### src/rtl/bcd_stopwatch_core.sv
// Multi-digit BCD stopwatch counter with IDLE/RUN/PAUSE run control and a wrap pulse.
// Defining BCD_STOPWATCH_DOWN_EN builds the borrow logic and honours dir; otherwise count-up only.
module bcd_stopwatch_core #(
  parameter int DIGITS = 4
) (
  input  logic                clk,
  input  logic                reset,
  input  logic                tick,
  input  logic                start_stop,
  input  logic                clear,
  input  logic                dir,
  output logic [4*DIGITS-1:0] digits,
  output logic                running,
  output logic                wrap
);

  typedef enum logic [1:0] {
    ST_IDLE  = 2'd0,
    ST_RUN   = 2'd1,
    ST_PAUSE = 2'd2
  } state_t;

  state_t              state_r;
  logic [4*DIGITS-1:0] digits_r;
  logic                running_r;
  logic                wrap_r;

  logic [4*DIGITS-1:0] next_digits_s;
  logic [3:0]          digit_s;
  logic                carry_s;
  logic                wrap_s;

`ifndef BCD_STOPWATCH_DOWN_EN
  logic                unused_dir_s;
  assign unused_dir_s = dir;
`endif

  // Ripple carry/borrow across the mod-10 digits; carry out of the top digit is the wrap.
  always_comb begin
    next_digits_s = digits_r;
    digit_s       = 4'd0;
    carry_s       = 1'b1;
    for (int i = 0; i < DIGITS; i++) begin
      digit_s = digits_r[4*i +: 4];
      if (carry_s == 1'b0) begin
        next_digits_s[4*i +: 4] = digit_s;
      end
`ifdef BCD_STOPWATCH_DOWN_EN
      else if (dir == 1'b1) begin
        if (digit_s == 4'd0) begin
          next_digits_s[4*i +: 4] = 4'd9;
        end else begin
          next_digits_s[4*i +: 4] = digit_s - 4'd1;
          carry_s                 = 1'b0;
        end
      end
`endif
      else begin
        if (digit_s == 4'd9) begin
          next_digits_s[4*i +: 4] = 4'd0;
        end else begin
          next_digits_s[4*i +: 4] = digit_s + 4'd1;
          carry_s                 = 1'b0;
        end
      end
    end
    wrap_s = carry_s;
  end

  // Run-control FSM and count register; clear beats start_stop beats tick.
  always_ff @(posedge clk or negedge reset) begin
    if (!reset) begin
      state_r   <= ST_IDLE;
      digits_r  <= '0;
      running_r <= 1'b0;
      wrap_r    <= 1'b0;
    end else if (clear) begin
      state_r   <= ST_IDLE;
      digits_r  <= '0;
      running_r <= 1'b0;
      wrap_r    <= 1'b0;
    end else begin
      // Tick is judged against the state before this edge.
      if (tick && (state_r == ST_RUN)) begin
        digits_r <= next_digits_s;
        wrap_r   <= wrap_s;
      end else begin
        wrap_r   <= 1'b0;
      end
      case (state_r)
        ST_IDLE: begin
          if (start_stop) begin
            state_r   <= ST_RUN;
            running_r <= 1'b1;
          end else begin
            running_r <= 1'b0;
          end
        end
        ST_RUN: begin
          if (start_stop) begin
            state_r   <= ST_PAUSE;
            running_r <= 1'b0;
          end else begin
            running_r <= 1'b1;
          end
        end
        ST_PAUSE: begin
          if (start_stop) begin
            state_r   <= ST_RUN;
            running_r <= 1'b1;
          end else begin
            running_r <= 1'b0;
          end
        end
        default: begin
          state_r   <= ST_IDLE;
          running_r <= 1'b0;
        end
      endcase
    end
  end

  assign digits  = digits_r;
  assign running = running_r;
  assign wrap    = wrap_r;

endmodule

### config.mk
export PLATFORM = sky130hd
export DESIGN_NAME = bcd_stopwatch_core
export DESIGN_NICKNAME = d
export VERILOG_FILES = /design/src/rtl/bcd_stopwatch_core.sv
export SDC_FILE = /design/constraint.sdc
export NUM_CORES = 1
export LEC_CHECK = 0
export ABC_AREA = 1
export CORE_ASPECT_RATIO = 0.9
export CORE_MARGIN = 3
export CORE_UTILIZATION = 30
export DETAILED_ROUTE_END_ITERATION = 12
export PLACE_DENSITY = 0.54
export RECOVER_POWER = 100
export SKIP_LAST_GASP = 1
export SLEW_MARGIN = 20
export SYNTH_ARGS = -nofsm -noshare
export SYNTH_HDL_FRONTEND = slang
export SYNTH_SLANG_ARGS = --single-unit
### constraint.sdc
create_clock -name clk -period 1.45 [get_ports clk]
set_input_delay 0.2175 -clock clk [delete_from_list [all_inputs] [get_ports clk]]
set_output_delay 0.2175 -clock clk [all_outputs]
set_load 0.02 [all_outputs]
==> out/metrics.csv <==
metric;value;unit
outcome;completed;
p_int;1.05;mW
comb_power_share;15.9;%
worstPathMaxFanout;1;
vdd_drop_max;0.000766;V
setup_viol;0;
critPathTopFamily;buffers and inverters;
ys_seq_area_share;42.4;%
hold_viol_final;0;
ys_ff_latch;20;
dp_hpwl;1910;um
yosysMostFrequentCell;nand2_1;
synth_cell_types;23;
syn-cell-area;1180;um^2
synthFlopType;dfrtp_1;
antenna_cells;0;
p_seq_share;43.6;%
start_util;33.0;%
first_iter_violations;49;
synth_nets;164;
finish.utilization;45.3;%
synth-edff-count;0;
async_flop_share;100;%
netSwitchingPower;0.352;mW
h-tree-depth;1;
die_area;4720;um^2
clockBufferDepth;2;
cts_tree;yes;
arrival;1.18;ns
tightest_slew;0.520;ns
drcViolationCount;0;
sw_frac_of_total;25.1;%
final.setup_skew;0.00675;ns
crit_chain;clkdlybuf4s50_1;
numPortBuffers;22;
synth_area_leaders;dfrtp_1 42%, nand2_1 12%, ha_1 8.5%, nand3_1 7.6%, nor2_1 5.1%;
power_density;863;nW/um^2
post-route-worst-setup-slack;0.0534;ns
gr-usage-all-layers;11.7;%
num_vias;1065;
clock_latency;0.26;ns
drtPass1Iterations;4;
syn_avg_cell_area;7.87;um^2
clk_pin_slew;0.08;ns
dp_cells;226;
layout-drive-gt1-share;19.4;%
synth_top_cell_area_share;42.4;%
cap_viol_max_count;0;
period_share;96.3;%
syn_inst;150;
grt_pass1_vias;940;
wl_per_cell;11.1;um
grt_max_degree;21;
clkPwrFrac;40.5;%
required;1.23;ns
antenna_found_initial;0;
final_max_slew_viol_count;0;
ys_warn_count;0;
die_height;65.5;um
layout.nets;201;
place.gp.congestion;0.798;
postCtsSetupBuffers;0;
slowest_stage;clkdlybuf4s50_1;
dp_slack;-0.00240;ns
grt_overflow;0;
slew_headroom;65.3;%
slowest_delay;0.59;ns
rows;20;
crit_buf_inv;1;
clock_sinks;20;
antenna_left;0;
root_buffer;clkbuf_8;
netlist_top_cells_count;38 x nand2_1, 20 x dfrtp_1, 18 x nand3_1, 16 x nor2_1, 15 x inv_1;
rsz0062_at_grt;yes;
yosysTopAreaCell;dfrtp_1;
fmax;716;MHz
design.core.area;3580;um^2
crit_path_end_kind;primary output;
timing_worst_setup_path_type;reg2out;
drt-total-wl;2550;um
fin_setup_tns;0;ns
grt_pass1_wl;4420;um
ios;24;
period_needed;1.40;ns
stdcell_count;230;
fp.dieW;72.1;um
cts_made_buffers;3;
cp-start-kind;register;
hp-class;in2async;
p_leak;0.833;nW
areaGrowthSynthToFinish;37.3;%
vias_per_cell;4.63;
[cell families (layout without fill, tap and decap cells)]
kind of cell,count (synthesis),count (layout),synth area share (%)
AO/OA/AOI/OAI,13,13,6.04
XOR/XNOR,3,3,2.23
adder cells (fa/ha/maj),8,8,8.48
buffers and inverters,18,54,6.04
flip-flops,20,20,42.4
multiplexers,1,1,0.848
AND/OR/NAND/NOR,87,87,33.9
[stage by stage]
step           hold slack, ns  power [mW]  instance area, um^2
2_1_floorplan         -0.0781       0.731                 1180
3_3_place_gp            0.542       0.854                 1550
3_5_place_dp            0.556       0.857                 1550
4_1_cts                 0.300        1.42                 1600
5_1_grt                 0.488        1.48                 1620
6_report                0.450        1.40                 1620
[registers in the layout (all words and copies together), names as in the netlist]
name     count
digits      16
running      1
state_r      2
wrap         1
[layout by cell type (no fill, tap or decap), types with 2 or more instances in the layout]
master	count
inv_1	12
dlygate4sd2_1	16
xnor2_1	2
nor3_1	4
a211oi_1	2
buf_4	8
clkbuf_8	3
nor2_4	2
nand2_1	34
nand2_4	2
dfrtp_1	19
nand3_2	2
inv_2	4
nand4_1	3
o21ai_0	4
a21oi_1	5
ha_2	2
nand3_1	17
nand2_2	6
clkdlybuf4s50_1	5
ha_1	6
nor2_1	16
[power by group through the flow]
stage                     Clock, mW  Sequential (mW)  Combinational (mW)
after floorplan                   0            0.647              0.0846
after global placement            0            0.619               0.235
after detailed placement          0            0.620               0.237
after CTS                     0.589            0.609               0.225
after global routing          0.619            0.615               0.247
final                         0.567            0.610               0.223
[final timing paths]
path / startpoint / end / slack, ns / cells past startpoint
setup / recovery: wrap$_DFF_PN0_ / wrap / 0.05 / 1
min in group clk: digits[8]$_DFFE_PN0P_ / digits[8]$_DFFE_PN0P_ / 0.56 / 2
hold / removal: reset / state_r[1]$_DFFE_PN0P_ / 0.45 / 2
max in group asynchronous: reset / digits[8]$_DFFE_PN0P_ / 0.61 / 2
setup reg to reg: digits[5]$_DFFE_PN0P_ / digits[11]$_DFFE_PN0P_ / 0.11 / 9
hold reg to reg: digits[8]$_DFFE_PN0P_ / digits[8]$_DFFE_PN0P_ / 0.56 / 2
[per-layer routing]
metal	routed length (um)	GRT usage (%)	vias to the layer above
met2	1170	18.2	18
li1	-	-	559
met5	0	0	-
met3	137	3.82	2
met1	1230	16.3	486
met4	8	1.41	0
[worst reg2reg max path: cells and delay by family (launching register included)]
family / cells / cell delay [ns]
flip-flops: 1 / 0.42
AND/OR/NAND/NOR: 6 / 0.49
adder cells (fa/ha/maj): 1 / 0.17
buffers and inverters: 2 / 0.15
[cell type report]
cell class              count  area (um^2)
clock inverters             1         30.0
well taps                  44         55.1
clock buffers               3         41.3
repair buffers             33          293
inverters                  17         66.3
fillers                   371         1960
flip-flops and latches     20          502
multi-input cells         112          633
[what timing repair did]
item                       in CTS  in global routing
hold buffers                    0                  0
pin swaps                       0                  2
gates resized for setup        16                 13
hold endpoints to repair        0                  0
setup endpoints to repair      16                 10
Note: power is estimated with default switching activity, not from simulation.
